File: src/rtl/long_op_scoreboard_pkg.sv
// long_op_scoreboard_pkg: shared tag/word types, source indices and completion-queue entry
package long_op_scoreboard_pkg;
  typedef logic [4:0] tag_t;
  typedef logic [31:0] word_t;
  localparam int RS1 = 0;
  localparam int RS2 = 1;
  typedef struct packed {
    tag_t  rd;
    word_t value;
  } sb_entry_t;
endpackage

File: src/rtl/long_op_scoreboard_if.sv
// long_op_scoreboard_if: issue, completion, writeback and forwarding signals of the scoreboard
interface long_op_scoreboard_if;
  import long_op_scoreboard_pkg::*;
  logic       iss_valid;
  logic       iss_long;
  tag_t       iss_rs1;
  tag_t       iss_rs2;
  logic       iss_use_rs2;
  tag_t       iss_rd;
  logic       stall;
  logic       cmp_valid;
  tag_t       cmp_rd;
  word_t      cmp_value;
  logic       cmp_ready;
  logic       s5_write_rd;
  logic       wb_en;
  tag_t       wb_rd;
  word_t      wb_value;
  logic [1:0] fwd;
  word_t      fwd_rs1;
  word_t      fwd_rs2;
  modport master (
    output iss_valid, iss_long, iss_rs1, iss_rs2, iss_use_rs2, iss_rd,
    output cmp_valid, cmp_rd, cmp_value, s5_write_rd,
    input  stall, cmp_ready, wb_en, wb_rd, wb_value, fwd, fwd_rs1, fwd_rs2
  );
  modport slave (
    input  iss_valid, iss_long, iss_rs1, iss_rs2, iss_use_rs2, iss_rd,
    input  cmp_valid, cmp_rd, cmp_value, s5_write_rd,
    output stall, cmp_ready, wb_en, wb_rd, wb_value, fwd, fwd_rs1, fwd_rs2
  );
endinterface

File: src/rtl/long_op_scoreboard_sb_fifo.sv
// sb_fifo: completion queue of long-op results, entry array exposed for the forwarding compare
module sb_fifo
  import long_op_scoreboard_pkg::*;
#(
  parameter int DEPTH = 4
) (
  input  logic             clock,
  input  logic             reset,
  input  logic             push,
  input  sb_entry_t        din,
  input  logic             pop,
  output logic             full,
  output logic             empty,
  output sb_entry_t        head,
  output sb_entry_t        entries [DEPTH],
  output logic [DEPTH-1:0] valid
);
  localparam int AW = $clog2(DEPTH);
  logic [AW-1:0] wr_ptr, rd_ptr;
  logic [AW:0]   count;
  sb_entry_t     mem [DEPTH];
  logic          do_push, do_pop;
  assign do_push = push && !full;
  assign do_pop  = pop && !empty;
  assign full    = count == (AW+1)'(DEPTH);
  assign empty   = count == '0;
  assign head    = mem[rd_ptr];
  assign entries = mem;
  always_ff @(posedge clock) begin
    if (!reset) begin
      wr_ptr <= '0;
      rd_ptr <= '0;
      count  <= '0;
    end else begin
      wr_ptr <= wr_ptr + AW'(do_push);
      rd_ptr <= rd_ptr + AW'(do_pop);
      count  <= count + (AW+1)'(do_push) - (AW+1)'(do_pop);
    end
  end
  always_ff @(posedge clock) begin
    if (do_push) mem[wr_ptr] <= din;
  end
  // an entry is live when its distance from the read pointer is below the occupancy
  for (genvar i = 0; i < DEPTH; i++) begin : g_valid
    assign valid[i] = {1'b0, AW'(i) - rd_ptr} < count;
  end
endmodule

File: src/rtl/long_op_scoreboard.sv
// long_op_scoreboard: pending-register tracking, hazard stall and queued writeback of long-op results
// SB_FWD_EN: when defined, queued results are forwarded to S3 sources instead of stalling.
module long_op_scoreboard
  import long_op_scoreboard_pkg::*;
#(
  parameter int FIFO_DEPTH      = 4,
  parameter int MAX_OUTSTANDING = 8
) (
  input logic                 clock,
  input logic                 reset,
  long_op_scoreboard_if.slave sb
);
`ifdef SB_FWD_EN
  localparam bit FWD_EN = 1'b1;
`else
  localparam bit FWD_EN = 1'b0;
`endif
  localparam int OW = $clog2(MAX_OUTSTANDING + 1);
  logic [31:0]           pending;
  logic [OW-1:0]         outstanding;
  logic                  fifo_full, fifo_empty, pop, stall, do_issue;
  logic                  raw1, raw2, waw, full_hz;
  sb_entry_t             head, cmp_entry;
  sb_entry_t             entries [FIFO_DEPTH];
  logic [FIFO_DEPTH-1:0] valid;
  logic [1:0]            fwd;
  word_t                 fwd_rs1, fwd_rs2;
  assign cmp_entry = '{rd: sb.cmp_rd, value: sb.cmp_value};
  sb_fifo #(.DEPTH(FIFO_DEPTH)) u_fifo (
    .clock   (clock),
    .reset   (reset),
    .push    (sb.cmp_valid),
    .din     (cmp_entry),
    .pop     (pop),
    .full    (fifo_full),
    .empty   (fifo_empty),
    .head    (head),
    .entries (entries),
    .valid   (valid)
  );
  // WAW blocking keeps each rd at most once in the queue, so the last hit is the only hit
  always_comb begin
    fwd     = '0;
    fwd_rs1 = '0;
    fwd_rs2 = '0;
    for (int k = 0; k < FIFO_DEPTH; k++) begin
      if (FWD_EN && valid[k] && entries[k].rd == sb.iss_rs1) begin
        fwd[RS1] = 1'b1;
        fwd_rs1  = entries[k].value;
      end
      if (FWD_EN && valid[k] && sb.iss_use_rs2 && entries[k].rd == sb.iss_rs2) begin
        fwd[RS2] = 1'b1;
        fwd_rs2  = entries[k].value;
      end
    end
  end
  assign raw1     = pending[sb.iss_rs1] && !fwd[RS1];
  assign raw2     = sb.iss_use_rs2 && pending[sb.iss_rs2] && !fwd[RS2];
  assign waw      = sb.iss_long && pending[sb.iss_rd];
  assign full_hz  = sb.iss_long && outstanding == OW'(MAX_OUTSTANDING);
  assign stall    = reset && sb.iss_valid && (raw1 || raw2 || waw || full_hz);
  assign do_issue = sb.iss_valid && sb.iss_long && !stall && sb.iss_rd != '0;
  assign pop      = reset && !fifo_empty && !sb.s5_write_rd;
  always_ff @(posedge clock) begin
    if (!reset) begin
      pending     <= '0;
      outstanding <= '0;
    end else begin
      pending     <= (pending & ~(pop ? 32'd1 << head.rd : 32'd0)) | (do_issue ? 32'd1 << sb.iss_rd : 32'd0);
      outstanding <= outstanding + OW'(do_issue) - OW'(pop);
    end
  end
  assign sb.stall     = stall;
  assign sb.cmp_ready = !fifo_full;
  assign sb.wb_en     = pop;
  assign sb.wb_rd     = pop ? head.rd : '0;
  assign sb.wb_value  = pop ? head.value : '0;
  assign sb.fwd       = fwd;
  assign sb.fwd_rs1   = fwd_rs1;
  assign sb.fwd_rs2   = fwd_rs2;
`ifndef SYNTHESIS
  a_cmp_pending: assert property (@(posedge clock) disable iff (!reset)
    sb.cmp_valid && !fifo_full |-> pending[sb.cmp_rd]);
  a_cmp_rd_nonzero: assert property (@(posedge clock) disable iff (!reset)
    sb.cmp_valid |-> sb.cmp_rd != '0);
  a_no_underflow: assert property (@(posedge clock) disable iff (!reset)
    pop && !do_issue |-> outstanding != '0);
`endif
endmodule

File: src/flat_wrapper.sv
// flat-port wrapper written by rule: the top's interface ports become plain ports
module long_op_scoreboard_flat import long_op_scoreboard_pkg::*;
#(
  parameter int FIFO_DEPTH      = 4,
  parameter int MAX_OUTSTANDING = 8
)
  (clock, reset, sb_iss_valid, sb_iss_long, sb_iss_rs1, sb_iss_rs2, sb_iss_use_rs2, sb_iss_rd, sb_cmp_valid, sb_cmp_rd, sb_cmp_value, sb_s5_write_rd, sb_stall, sb_cmp_ready, sb_wb_en, sb_wb_rd, sb_wb_value, sb_fwd, sb_fwd_rs1, sb_fwd_rs2);
  long_op_scoreboard_if sb_i ();
  input logic clock;
  input logic reset;
  input wire logic [$bits(sb_i.iss_valid)-1:0] sb_iss_valid;
  input wire logic [$bits(sb_i.iss_long)-1:0] sb_iss_long;
  input wire logic [$bits(sb_i.iss_rs1)-1:0] sb_iss_rs1;
  input wire logic [$bits(sb_i.iss_rs2)-1:0] sb_iss_rs2;
  input wire logic [$bits(sb_i.iss_use_rs2)-1:0] sb_iss_use_rs2;
  input wire logic [$bits(sb_i.iss_rd)-1:0] sb_iss_rd;
  input wire logic [$bits(sb_i.cmp_valid)-1:0] sb_cmp_valid;
  input wire logic [$bits(sb_i.cmp_rd)-1:0] sb_cmp_rd;
  input wire logic [$bits(sb_i.cmp_value)-1:0] sb_cmp_value;
  input wire logic [$bits(sb_i.s5_write_rd)-1:0] sb_s5_write_rd;
  output wire logic [$bits(sb_i.stall)-1:0] sb_stall;
  output wire logic [$bits(sb_i.cmp_ready)-1:0] sb_cmp_ready;
  output wire logic [$bits(sb_i.wb_en)-1:0] sb_wb_en;
  output wire logic [$bits(sb_i.wb_rd)-1:0] sb_wb_rd;
  output wire logic [$bits(sb_i.wb_value)-1:0] sb_wb_value;
  output wire logic [$bits(sb_i.fwd)-1:0] sb_fwd;
  output wire logic [$bits(sb_i.fwd_rs1)-1:0] sb_fwd_rs1;
  output wire logic [$bits(sb_i.fwd_rs2)-1:0] sb_fwd_rs2;
  assign sb_i.iss_valid = sb_iss_valid;
  assign sb_i.iss_long = sb_iss_long;
  assign sb_i.iss_rs1 = sb_iss_rs1;
  assign sb_i.iss_rs2 = sb_iss_rs2;
  assign sb_i.iss_use_rs2 = sb_iss_use_rs2;
  assign sb_i.iss_rd = sb_iss_rd;
  assign sb_i.cmp_valid = sb_cmp_valid;
  assign sb_i.cmp_rd = sb_cmp_rd;
  assign sb_i.cmp_value = sb_cmp_value;
  assign sb_i.s5_write_rd = sb_s5_write_rd;
  assign sb_stall = sb_i.stall;
  assign sb_cmp_ready = sb_i.cmp_ready;
  assign sb_wb_en = sb_i.wb_en;
  assign sb_wb_rd = sb_i.wb_rd;
  assign sb_wb_value = sb_i.wb_value;
  assign sb_fwd = sb_i.fwd;
  assign sb_fwd_rs1 = sb_i.fwd_rs1;
  assign sb_fwd_rs2 = sb_i.fwd_rs2;
  long_op_scoreboard #(.FIFO_DEPTH(FIFO_DEPTH), .MAX_OUTSTANDING(MAX_OUTSTANDING)) u_core (.clock(clock), .reset(reset), .sb(sb_i));
endmodule
File: config.mk
export PLATFORM = sky130hd
export DESIGN_NAME = long_op_scoreboard_flat
export DESIGN_NICKNAME = d
export VERILOG_FILES = /design/src/rtl/long_op_scoreboard_pkg.sv /design/src/rtl/long_op_scoreboard_if.sv /design/src/rtl/long_op_scoreboard_sb_fifo.sv /design/src/rtl/long_op_scoreboard.sv /design/src/flat_wrapper.sv
export SDC_FILE = /design/constraint.sdc
export NUM_CORES = 1
export LEC_CHECK = 0
export ABC_AREA = 1
export BUFFER_PORTS_ARGS = -buffer_cell sky130_fd_sc_hd__buf_4
export CAP_MARGIN = 20
export CORE_UTILIZATION = 35
export CTS_BUF_LIST = sky130_fd_sc_hd__clkbuf_16
export CTS_CLUSTER_SIZE = 30
export DETAILED_ROUTE_END_ITERATION = 10
export PLACE_DENSITY_LB_ADDON = 0.08
export RECOVER_POWER = 50
export SLEW_MARGIN = 20
export SYNTH_ARGS = -nofsm -noshare
export SYNTH_HDL_FRONTEND = slang
export SYNTH_HIERARCHICAL = 1
export SYNTH_SLANG_ARGS = --single-unit
File: constraint.sdc
create_clock -name clock -period 6.9 [get_ports clock]
set_input_delay 1.38 -clock clock [delete_from_list [all_inputs] [get_ports clock]]
set_output_delay 1.38 -clock clock [all_outputs]
set_load 0.01 [all_outputs]
==> summary.md <==
| Metric | Value |
|---|---|
| Status | finished with violations |
| Failing checks | max-capacitance violations, max-slew violations |
| Crit path cell chain | clkbuf_1 > inv_1 > nor3_1 > inv_2 > nor2_1 > buf_4 |
| Setup violators final | 0 |
| Fraction of layout cells with a size suffix above 1 | 0.160 |
| PostCTS Resize Cnt | 0 |
| DRC Markers | 0 |
| Final Hold Fails | 0 |
| Cells after synthesis | 1002 |
| Die X-Extent | 168 microns |
| Number of synthesis warnings | 6 |
| Finished Layout Cells | 1429 |
| Num CTS Buffers | 17 |
| Grt ovf | 0 |
| Drt initial violations | 449 |
| Ant. Diodes | 0 |
| Row Count | 60 |
| DR WL/cell | 17.0 microns |
| Die Span Y | approximately 170 microns |
| Required time of the critical path | 5.52 ns |
| Largest net degree at the start of global routing | 38 |
| Worst R2R Path Depth | 5 |
| Final nets | 1143 |
| TritonCTS clock tree | done |
| Cells after DPL | 1397 |
| Worst-path clk slew | 0.08 ns |
| Max_slew headroom | -0.677 |
| Worst Setup End Kind | output pin |
| CTS root buffer | clkbuf_16 |
| RSZ-0062 raised after global routing | no |
| PD cells | 287 nW/um^2 |
| Max Clock Freq | 0.203 GHz |
| Netlist Area Pre-Place | just under 10000 sq um |
| Max Cap Viol | 2 |
| Fill count | 2751 |
| Antenna Nets Post-Route | 0 |
| Core region area | 27000 sq um |
| Min Tclk post-route | ~4.9 ns |
| Post-Route WL | between 20000 and 25000 microns |
| Multi-input logic area | 3410 sq um |
| Pleak | roughly 4 nW |
| Hold Worst Slack | between 0.4 and 0.5 ns |
| GP Congestion | between 0.8 and 0.9 |
| Number of antenna violations at the first check in global routing | 2 |
| Seq. cell area | 5310 sq um |
| Clock net sink count | roughly 190 |
| DR vias/cell | 4.89 |
| CTS max path bufs | 2 |
| H-tree Lvls | 4 |
| Crit path kind | input pin to output pin |
| Worst path depth | 6 |
| Hold path cells | 2 |
| Slowest stage delay, CP | 0.59 ns |
| Port Buf Inserts | between 90 and 100 |
| Crit-path leading delay family | buffers and inverters |
| Skew final | 0.0181 ns |
| Number of global-route vias before repair | roughly 6600 |
| Starting density of the core | 0.357 |
| Dpl hpwl | 15500 microns |
| Post-CTS setup buffers | 0 |
| Worst min path class | flip-flop to flip-flop |
| CP startpoint kind | input pin |
| Worst path buffer plus inverter count | 4 |
| VDD IR max | between 150 and 200 uV |
| Setup_tns | 0 ns |
| Worst-Margin Slew | between 2 and 3 ns |
| First-pass GRT wire length | 37500 microns |
| Drt pass-1 iters | 5 |
| WP data arrival | approximately 3.6 ns |
| Max stage delay cell, worst path | nor3_1 |
| DIE AREA | 28200 sq um |
| Most frequent cells in the layout | nand2_1, edfxtp_1, nand3_1 |
| Pins Over Slew Limit | 76 |
| Post-CTS Hold Buffers | 0 |
| Via count | 6989 |
| Worst-skew pair later-pin latency | 0.44 ns |
| Most common library cell in the layout ignoring fill and taps | nand2_1 |
| Area grow syn2layout | 11.5% |
| Ports | about 170 |
| Period utilization | 0.716 |
| Syn avg cell area | about 9.6 sq um |
| Worst-path fanout max | 37 |
| Tot GR Track Use | 0.174 |
sequential cells by signal, indices dropped and copies added, names as in the netlist:
signal,flops
u_core/u_fifo/entries,148
u_core/pending,32
u_core/outstanding,4
u_core/u_fifo/count,3
u_core/u_fifo/rd_ptr,2
u_core/u_fifo/wr_ptr,2
final cells by class:
cell class | count | area share
Tap cell | 341 | 0.0397
Clock inverter | 15 | 0.0178
Clock buffer | 17 | 0.0395
Sequential cell | 191 | 0.493
Multi-Input combinational cell | 666 | 0.317
Timing Repair Buffer | 107 | 0.0607
Inverter | 92 | 0.0323
worst paths after layout:
kind	endpoint	start	slack, ns
worst max-delay path	sb_wb_value[14]	reset	1.96
worst min-delay path	u_core/pending[0]	u_core/pending[0]	0.50
worst max register to register	u_core/u_fifo/entries[145]	u_core/u_fifo/count[1]	3.57
worst min register to register	u_core/pending[0]	u_core/pending[0]	0.50
worst register-to-register path: cells and delay by family (launching register included):
| family | cells | cell delay [ns] |
|---|---|---|
| simple gates | 2 | 0.30 |
| flops | 1 | 0.40 |
| compound gates | 1 | 0.32 |
| buf+inv | 2 | 1.87 |
through the flow:
step	utilization	instance area (sq um)	setup slack, ns	power (mW)
final	0.398	10800	1.96	3.08
after floorplan	-	9900	2.35	1.91
after global routing	0.398	10800	1.65	3.25
after global placement	0.381	10300	2.22	2.11
after detailed placement	0.381	10300	2.25	2.11
after CTS	0.404	10900	2.24	3.13
where the power goes:
group / switching [mW] / internal, mW
logic: 0.447 / 0.203
clock network: 0.489 / 0.525
registers: 0.0397 / 1.38
total: 0.976 / 2.11
metal layers:
layer,GRT usage,part of all wire,vias up
li1,-,-,3423
met1,0.239,0.47,3326
met2,0.285,0.47,221
met3,0.0327,0.048,15
met4,0.0407,0.0064,4
met5,0,0.0011,-
Power figures use the tool's default switching activity.
